===== src/rtl/lock_pkg.sv =====
// Shared constants for the electronic lock and the code sender that drives it.
package lock_pkg;

    // Code sender FSM states
    typedef enum logic [2:0] {
        ST_IDLE  = 3'd0,
        ST_PRESS = 3'd1,
        ST_GAP   = 3'd2,
        ST_WAIT  = 3'd3,
        ST_DONE  = 3'd4
    } sender_state_e;

    // Meaning of one code bit: which button it presses
    localparam logic BTN_0 = 1'b0;
    localparam logic BTN_1 = 1'b1;

    // States of the lock itself
    typedef enum logic [1:0] {
        LK_LOCKED = 2'd0,
        LK_ENTRY  = 2'd1,
        LK_OPEN   = 2'd2
    } lock_state_e;

    // Width of a counter that must hold values 0..max_val, never narrower than one bit
    function automatic int cnt_width(input int max_val);
        int w;
        w = $clog2(max_val + 1);
        return (w < 1) ? 1 : w;
    endfunction

endpackage


===== src/rtl/lock_code_sender.sv =====
// Sends a button-press code to an electronic lock, one press per bit (MSB first),
// spaced by GAP idle cycles, then waits up to TIMEOUT cycles for the lock to open.
module lock_code_sender
    import lock_pkg::*;
#(
    parameter int CODE_LEN = 5,
    parameter int GAP      = 1,
    parameter int TIMEOUT  = 4
) (
    input  logic                clk,
    input  logic                rst,
    input  logic                start,
    input  logic [CODE_LEN-1:0] code,
    input  logic                unlock,
    output logic                b0,
    output logic                b1,
    output logic                busy,
    output logic                done,
    output logic                pass
);

    localparam int IDX_W  = cnt_width(CODE_LEN - 1);
    localparam int GAP_W  = cnt_width((GAP > 0) ? (GAP - 1) : 0);
    localparam int WAIT_W = cnt_width(TIMEOUT - 1);

    sender_state_e       state_q;
    logic [CODE_LEN-1:0] shift_q;   // MSB is always the next bit to press
    logic [IDX_W-1:0]    idx_q;     // index of the press currently on the outputs
    logic [GAP_W-1:0]    gap_q;
    logic [WAIT_W-1:0]   wait_q;
    logic                b0_q;
    logic                b1_q;
    logic                busy_q;
    logic                done_q;
    logic                pass_q;

    // Sequencer: state, counters and all outputs are computed together so every
    // output is a flop that already reflects the state being entered.
    always_ff @(posedge clk) begin
        if (rst) begin
            state_q <= ST_IDLE;
            shift_q <= '0;
            idx_q   <= '0;
            gap_q   <= '0;
            wait_q  <= '0;
            b0_q    <= 1'b0;
            b1_q    <= 1'b0;
            busy_q  <= 1'b0;
            done_q  <= 1'b0;
            pass_q  <= 1'b0;
        end else begin
            case (state_q)
                ST_IDLE: begin
                    done_q <= 1'b0;
                    if (start) begin
                        // First press goes out in the cycle right after acceptance
                        state_q <= ST_PRESS;
                        busy_q  <= 1'b1;
                        shift_q <= code << 1;
                        idx_q   <= '0;
                        gap_q   <= '0;
                        wait_q  <= '0;
                        pass_q  <= 1'b0;
                        b1_q    <= (code[CODE_LEN-1] == BTN_1);
                        b0_q    <= (code[CODE_LEN-1] == BTN_0);
                    end else begin
                        busy_q <= 1'b0;
                        b0_q   <= 1'b0;
                        b1_q   <= 1'b0;
                    end
                end
                ST_PRESS: begin
                    if (idx_q == IDX_W'(CODE_LEN - 1)) begin
                        state_q <= ST_WAIT;
                        wait_q  <= '0;
                        b0_q    <= 1'b0;
                        b1_q    <= 1'b0;
                    end else begin
                        idx_q <= idx_q + 1'b1;
                        if (GAP > 0) begin
                            state_q <= ST_GAP;
                            gap_q   <= '0;
                            b0_q    <= 1'b0;
                            b1_q    <= 1'b0;
                        end else begin
                            // Back-to-back presses when no gap is configured
                            state_q <= ST_PRESS;
                            shift_q <= shift_q << 1;
                            b1_q    <= (shift_q[CODE_LEN-1] == BTN_1);
                            b0_q    <= (shift_q[CODE_LEN-1] == BTN_0);
                        end
                    end
                end
                ST_GAP: begin
                    if (gap_q == GAP_W'(GAP - 1)) begin
                        state_q <= ST_PRESS;
                        gap_q   <= '0;
                        shift_q <= shift_q << 1;
                        b1_q    <= (shift_q[CODE_LEN-1] == BTN_1);
                        b0_q    <= (shift_q[CODE_LEN-1] == BTN_0);
                    end else begin
                        gap_q <= gap_q + 1'b1;
                        b0_q  <= 1'b0;
                        b1_q  <= 1'b0;
                    end
                end
                ST_WAIT: begin
                    b0_q <= 1'b0;
                    b1_q <= 1'b0;
                    if (unlock) begin
                        state_q <= ST_DONE;
                        done_q  <= 1'b1;
                        pass_q  <= 1'b1;
                    end else if (wait_q == WAIT_W'(TIMEOUT - 1)) begin
                        state_q <= ST_DONE;
                        done_q  <= 1'b1;
                        pass_q  <= 1'b0;
                    end else begin
                        wait_q <= wait_q + 1'b1;
                    end
                end
                ST_DONE: begin
                    // start is deliberately not looked at here
                    state_q <= ST_IDLE;
                    busy_q  <= 1'b0;
                    done_q  <= 1'b0;
                    b0_q    <= 1'b0;
                    b1_q    <= 1'b0;
                end
                default: begin
                    state_q <= ST_IDLE;
                    shift_q <= '0;
                    idx_q   <= '0;
                    gap_q   <= '0;
                    wait_q  <= '0;
                    b0_q    <= 1'b0;
                    b1_q    <= 1'b0;
                    busy_q  <= 1'b0;
                    done_q  <= 1'b0;
                    pass_q  <= 1'b0;
                end
            endcase
        end
    end

    assign b0   = b0_q;
    assign b1   = b1_q;
    assign busy = busy_q;
    assign done = done_q;
    assign pass = pass_q;

endmodule


===== config.mk =====
export PLATFORM = sky130hd
export DESIGN_NAME = lock_code_sender
export DESIGN_NICKNAME = d
export VERILOG_FILES = /design/src/rtl/lock_pkg.sv /design/src/rtl/lock_code_sender.sv
export SDC_FILE = /design/constraint.sdc
export NUM_CORES = 1
export LEC_CHECK = 0
export CORE_MARGIN = 2
export CORE_UTILIZATION = 40
export DETAILED_ROUTE_END_ITERATION = 12
export PLACE_DENSITY_LB_ADDON = 0.05
export SYNTH_ARGS = -nofsm -noshare
export SYNTH_HDL_FRONTEND = slang
export SYNTH_SLANG_ARGS = --single-unit

===== constraint.sdc =====
create_clock -name clk -period 1.2 [get_ports clk]
set_input_delay 0.24 -clock clk [delete_from_list [all_inputs] [get_ports clk]]
set_output_delay 0.24 -clock clk [all_outputs]
set_load 0.02 [all_outputs]

; Word-level counts from Yosys, hierarchy flattened
; Index checks and enable logic that the tools add are counted.
[word_totals]
elab_cells = 84
out_inout_bits = 5
input_bits = 9
reg_bits = 19
[op_classes]
eq_ne = 13
n_addsub = 3
mux = 35
n_reduce_logical = 15
bitwise = 8
[ops]
columns = operator, n
row1 = $mux 3, 6
row2 = $pmux 5 s3, 1
row3 = $reduce_and 3->1, 5
row4 = $mux 1, 13
row5 = $ne 2x2->1 const B, 6
row6 = $pmux 3 s4, 1
row7 = $reduce_or 3->1, 4
row8 = $mux 5, 2
row9 = $pmux 3 s3, 1
row10 = $mux 2, 4
row11 = $not 1->1, 8
row12 = $pmux 1 s2, 4
row13 = $pmux 2 s4, 1
row14 = $eq 3x2->1 const B, 2
row15 = $eq 3x3->1 const B, 2
row16 = $reduce_or 2->1, 3
row17 = $reduce_and 5->1, 1
row18 = $pmux 1 s4, 1
row19 = $add 3x1->3 const B, 1
row20 = $eq 3x1->1 const B, 1
row21 = $logic_not 3->1, 1
row22 = $ne 3x3->1 const B, 1
row23 = $pmux 1 s3, 1
row24 = $add 2x1->2 const B, 1
row25 = 3 further kinds, 3

; Longest topological paths before layout
; Gate-level depths: netlist of the first run.
[depth]
word_depth = 4
depth_mapped = 6
ltp_nobuf = 6

; Least setup slack after synthesis of the first run
; Ideal clock, no wire load.
[synth_path]
path_type = register to register
from = register idx_q[0]
to = register idx_q[2]
synth_period_minus_slack_ps = 1306
slack_ps = -106
required_time_ps = 1130
arrival_ps = 1236
n_path_buf = 0
setup_ps = 70
stages_incl_launch_ff = 7
cell_sequence = dfxtp_1 inv_1 ha_1 nand4b_1 o21ai_1 or3_1 a21oi_1
[synth_between]
elab_chain_len = 3
elab_cells_between_ends = 6
cone_classes = add/sub: 1 / eq/ne: 2 / mux: 2 / reduce/logical: 1
[synth_rtl]
columns = element, line_no
row1 = "start, declared", lock_code_sender.sv:28  ; logic [IDX_W-1:0] idx_q;
row2 = "start signal, assigned", lock_code_sender.sv:79  ; idx_q <= idx_q + 1'b1;
row3 = $add 3x1->3 or $eq 3x3->1 (tied branches), "lock_code_sender.sv:79, lock_code_sender.sv:73"
row4 = $mux 3 or $ne 2x2->1 (tied branches), n/a
row5 = $pmux 3 s3 or $reduce_and 3->1 (tied branches), n/a
; Several ways; a longest one is shown, not always the timed one. The select of a mux whose other input is x is not followed.
; A chain may end at the register's enable or synchronous reset.

; Worst setup path in the final report of the first run
; Ends and elaborated chain as after synthesis.

==> results of run 1 <==
-- layout make-up --
class | instances | share of cell area [%]
sequential | 17 | 23.0
clock inverter | 1 | 0.318
multi-input combinational | 82 | 43.5
tap | 28 | 2.23
inverter | 6 | 1.75
timing repair buffer | 52 | 27.8
clock buffer | 3 | 1.43
-- metal layers --
layer  share of wire (%)  track usage, %
met2                  53            38.8
met3                 3.8            6.61
met1                  42            24.6
met4                 1.2            7.02
met5                   0               0
-- tightest hold or removal path: cells and delay by family --
family / cells / cell delay (ns)
buf+inv: 1 / 0.27
simple gates: 2 / 0.24
-- state kept, by name, indices dropped and copies added, names as in the netlist --
name     cells
b0           1
wait_q       2
state_q      3
done         1
pass         1
b1           1
idx_q        3
shift_q      4
busy         1
-- per-stage QoR --
stage,std cells,utilization (%)
floorplan,112,-
global placement,180,60.2
detailed placement,180,60.2
CTS,185,66.5
global route,189,71.7
finish,189,71.7
-- kinds of logic after synthesis --
| kind of cell | Yosys count | synth area share [%] |
|---|---|---|
| flops | 17 | 37.1 |
| fa+ha+maj | 3 | 4.09 |
| simple gates | 46 | 29.1 |
| mux | 2 | 2.32 |
| compound gates | 31 | 20.3 |
| buf+inv | 13 | 7.09 |
-- repair_timing --
item / CTS / global route
pin swaps: 11 / 7
cloned: 0 / 1
setup endpoints to repair: 19 / 17
gates resized for setup: 41 / 32
setup buffers: 1 / 3
-- Yosys cell counts --
| cell | number |
|---|---|
| dfxtp_1 | 17 |
| a21oi_1 | 13 |
| nand2_1 | 8 |
| nor3_1 | 8 |
| nor2_1 | 7 |
| inv_1 | 5 |
| o21ai_1 | 5 |
| or3_1 | 5 |
| buf_2 | 4 |
| nand2b_1 | 4 |
| o21ai_0 | 4 |
| ha_1 | 3 |
| nor4_1 | 3 |
| and3_1 | 2 |
| nand4b_1 | 2 |
| a2111oi_0 | 1 |
| a211oi_1 | 1 |
| a21boi_1 | 1 |
| a22o_1 | 1 |
| a2bb2oi_1 | 1 |
| a32o_1 | 1 |
| a32oi_1 | 1 |
| a41oi_1 | 1 |
| and2_0 | 1 |
| and2b_1 | 1 |
| buf_4 | 1 |
| buf_6 | 1 |
| clkbuf_1 | 1 |
| inv_2 | 1 |
| mux2_2 | 1 |
| mux2i_1 | 1 |
| nand3_1 | 1 |
| nor3_2 | 1 |
| nor4_2 | 1 |
| nor4b_1 | 1 |
| nor4b_2 | 1 |
| o31ai_1 | 1 |
-- how the worst max path moves through the flow --
stage	startpoint	end	slack [ns]
after floorplan	idx_q[0]	idx_q[2]	-0.02
after global placement	start	shift_q[2]	-0.38
after detailed placement	start	shift_q[2]	-0.41
after CTS	idx_q[0]	idx_q[2]	-0.07
after global routing	idx_q[0]	idx_q[2]	-0.16
final	idx_q[0]	idx_q[2]	-0.11
-- power by group --
| group | total [mW] | leakage, nW | internal (mW) | switching [mW] |
|---|---|---|---|---|
| clock network | 0.320 | 0.0177 | 0.125 | 0.195 |
| registers | 0.612 | 0.144 | 0.588 | 0.0246 |
| logic | 0.377 | 0.478 | 0.209 | 0.168 |
| total | 1.31 | 0.640 | 0.921 | 0.388 |
==> impl_metrics.toml, run 1 <==
[die]
die_area_um2 = 2690
die_w_um = 51.9
initial_core_util_pct = 41.9
dieHeight_um = 51.9
core_um2 = 2190
num_rows = 17
io_pins = 14

[timing]
hold_ws_ns = 0.464
final.setup.tns_ns = -0.304
max_freq_mhz = 766
slew_headroom_pct = 80.5
setup_violations = 8
tightest_slew_ns = 0.290
grt_setup_unrepaired = "true"
finalHoldViolations = 0
final.min_clock_period_ns = 1.31
maxSlewViolCount = 0
skew_ns = 0.00889
post-route-period-util_pct = 109
worst_slack_ns = -0.106

[routing]
drc = 0
drt_first_pass_iters = 4
vias_per_cell = 5.36
dr_total_vias = 1013
ant_nets = 0
wire_per_inst_um = 14.4
first_iter_violations = 20
drt_wl_total_um = 2730

[worst_setup_path]
critPathKind = "flop to flop"
path_cells = "inv_2, ha_4, nand4b_1, o21ai_2, or3_4, a21oi_2"
worstPathMaxFanout = 3
path_delay_family = "simple AND/OR/NAND/NOR gates"
rr_endpoint = "idx_q[2]"
cp.depth = 6
crit_path_start_kind = "flop"
cp.required_ns = 1.44
cp_num_buf_inv = 1
end_kind = "flop"
reg2regPathDepth = 6
ff2ff_setup_slack_ns = -0.11
cp_slowest_stage_delay_ns = 0.37
rr_startpoint = "idx_q[0]"
arrival_ns = 1.55
slowest_stage = "or3_4"

[final_layout]
multi_input_area_um2 = 683
final_cell_mix = "buf_4 (34), dfxtp_1 (10), a21oi_1 (9)"
regArea_um2 = 362
final_area_um2 = 1570
antenna_cells = 0
areaGrowthSynthToFinish_pct = 71.4
layout_commonest_cell = "buf_4"
nets = 174
drive_gt1_share_pct = 55.3
nFillCells = 168

[job]
drv_cap = 0

[run_status]
status = "finished, violations left"
violations = "negative setup slack"

[yosys]
yosysSeqAreaShare_pct = 37.1
syn_area_per_cell_um2 = 8.19
syn_area_um2 = 917
ys_seq_elements = 17
synth_fp_nets = 124
synth.distinct_cells = 37
yosys-top-cells-area = "dfxtp_1 (37%), a21oi_1 (7.1%), nor3_1 (4.4%)"
yosys.area.top_type = "dfxtp_1"
syn_inst = 112
yosysTopAreaCellShare_pct = 37.1
yosysWarnings = 0

[worst_hold_path]
hold_depth = 3
hold_end = "state_q[2]"
min_from = "unlock"
hold_class = "primary input to flop"

[placed_design]
post-place-ws_ns = -0.408
hpwlAfterDp_um = 1730
post_dp_cell_area_um2 = 1320
port_buffers = 13
gp_congestion = 0.845

[cts]
cts_buffers = 3
htreeDepth = 1
clk_path_buf_depth = 2
cts_sinks = 17
clkTransAtPathRegs_ns = 0.11
clock_latency_ns = 0.31
root_buffer = "clkbuf_4"
cts_tree = "yes"
cts_hold_buf = 0

[global_routing]
grt_pass1_vias = 994
grt_max_degree = 14
track_usage_pct = 21.9
overflow = 0
grt_first_pass_wirelength_um = 4290
antenna_found_initial = 0

[pwr]
p_per_area_nw_per_um2 = 833
p_leak_nw = 0.640
power_mw = 1.31
peakVddDrop_mv = 0.872
Note: power is estimated with default switching activity, not from simulation.
==> run 2, diff against run 1 <==
--- a/config.mk
+++ b/config.mk
@@ -8,6 +8,8 @@
 export CORE_MARGIN = 2
 export CORE_UTILIZATION = 40
 export DETAILED_ROUTE_END_ITERATION = 12
+export GPL_ROUTABILITY_DRIVEN = 0
+export HOLD_SLACK_MARGIN = 0.02
 export PLACE_DENSITY_LB_ADDON = 0.05
 export SYNTH_ARGS = -nofsm -noshare
 export SYNTH_HDL_FRONTEND = slang
==> constraint.sdc (replaced) <==
create_clock -name clk -period 1.08 [get_ports clk]
set_input_delay 0.216 -clock clk [delete_from_list [all_inputs] [get_ports clk]]
set_output_delay 0.216 -clock clk [all_outputs]
set_load 0.02 [all_outputs]
==> impl_metrics.toml, run 2 (same netlist as run 1, synthesis figures left out) <==
[worst_setup_path]
worstPathMaxFanout = 4
end_kind = "flop"
rr_endpoint = "idx_q[2]"
ff2ff_setup_slack_ns = -0.22
slowest_stage = "dfxtp_4"
path_delay_family = "simple AND/OR/NAND/NOR gates"
cp_slowest_stage_delay_ns = 0.38
arrival_ns = 1.53
crit_path_start_kind = "flop"
cp_num_buf_inv = 1
cp.required_ns = 1.31
rr_startpoint = "state_q[2]"
reg2regPathDepth = 5
critPathKind = "flop to flop"
path_cells = "buf_6, and2b_2, o31ai_1, or3_1, a21oi_2"

[worst_hold_path]
hold_class = "primary input to flop"
hold_end = "pass"
min_from = "unlock"
hold_depth = 2

[placed_design]
post-place-ws_ns = -0.588
post_dp_cell_area_um2 = 1350
port_buffers = 13
dpl.cell_count = 179
hpwlAfterDp_um = 1800

[routing]
dr_total_vias = 1016
dr_wl_met3_um = 64
wl_met2_um = 1360
first_iter_violations = 14
drt_first_pass_iters = 4
ant_nets = 0
drc = 0
vias_per_cell = 5.26
wl_met1_um = 1300
drt_wl_total_um = 2790
wire_per_inst_um = 14.5
highest_layer = "met4"

[final_layout]
drive_gt1_share_pct = 57.6
top_regs = "shift_q: 4 flops, idx_q: 3 flops, state_q: 3 flops"
nets = 178
final_area_um2 = 1670
antenna_cells = 0
top_register = "shift_q"
areaGrowthSynthToFinish_pct = 81.7
layout_commonest_cell = "buf_4"
final_cell_mix = "buf_4 (32), dfxtp_1 (10), a21oi_1 (9)"
stdcell_count = 193
post-route-util_pct = 76.1
largest_reg_flops = 4

[timing]
setup_violations = 16
max_freq_mhz = 771
skew_ns = 0.00313
slew_headroom_pct = 74.6
hold_ws_ns = 0.339
post-route-period-util_pct = 120
tightest_slew_ns = 0.380
maxSlewViolCount = 0
finalHoldViolations = 0
grt_setup_unrepaired = "true"
final.setup.tns_ns = -1.94
final.min_clock_period_ns = 1.30
worst_slack_ns = -0.217

[die]
dieHeight_um = 51.9
die_area_um2 = 2690
core_um2 = 2190
die_w_um = 51.9
io_pins = 14
initial_core_util_pct = 41.9
num_rows = 17

[job]
drv_cap = 0

[pwr]
p_per_area_nw_per_um2 = 881
p_leak_nw = 0.682
peakVddDrop_mv = 0.532
power_mw = 1.47

[cts]
clock_latency_ns = 0.28
clkTransAtPathRegs_ns = 0.11
htreeDepth = 1
cts_hold_buf = 0
cts_buffers = 3
cts_tree = "yes"
root_buffer = "clkbuf_4"
cts_sinks = 17
clk_path_buf_depth = 2

[global_routing]
track_usage_pct = 20.7
grt_max_degree = 15
overflow = 0
grt_first_pass_wirelength_um = 4110
antenna_found_initial = 0
grt_pass1_vias = 925

[run_status]
status = "finished, violations left"
violations = "negative setup slack"
-- run 2: cell type report --
| cell class | count | area, µm² |
|---|---|---|
| Inverter | 6 | 22.5 |
| Multi-Input combinational cell | 82 | 716 |
| Clock buffer | 4 | 26.3 |
| Fill cell | 152 | 524 |
| Timing Repair Buffer | 56 | 510 |
| Tap cell | 28 | 35.0 |
| Sequential cell | 17 | 357 |
-- run 2: worst max path at each step --
stage                     from  cells after the start  slack (ns)        to
floorplan             idx_q[0]                      6       -0.12  idx_q[2]
global placement         start                      5       -0.55  idx_q[2]
detailed placement       start                      5       -0.59  idx_q[2]
CTS                   idx_q[0]                      6       -0.19  idx_q[2]
global route          idx_q[0]                      6       -0.28  idx_q[2]
finish              state_q[2]                      5       -0.22  idx_q[2]
-- run 2: where the power goes --
| part | switching, mW | internal [mW] |
|---|---|---|
| Sequential | 0.0263 | 0.656 |
| Combinational | 0.197 | 0.238 |
| Clock | 0.207 | 0.143 |
-- run 2: what timing repair did --
item | in CTS | in global routing
hold endpoints to repair | 0 | 0
cloned | 0 | 2
setup buffers | 2 | 6
gates resized for setup | 43 | 30
pin swaps | 5 | 11
endpoints found under the setup margin | 20 | 16
-- run 2: layer usage --
layer	track usage (%)	up-vias
met4	7.46	0
met3	3.45	8
met1	26.4	478
met2	34.8	16
met5	0	-
li1	-	514
-- run 2: worst reg2reg max path, cell delays in order (launching register included) --
cell	delay, ns
dfxtp_4	0.38
buf_6	0.11
and2b_2	0.24
o31ai_1	0.08
or3_1	0.32
a21oi_2	0.11
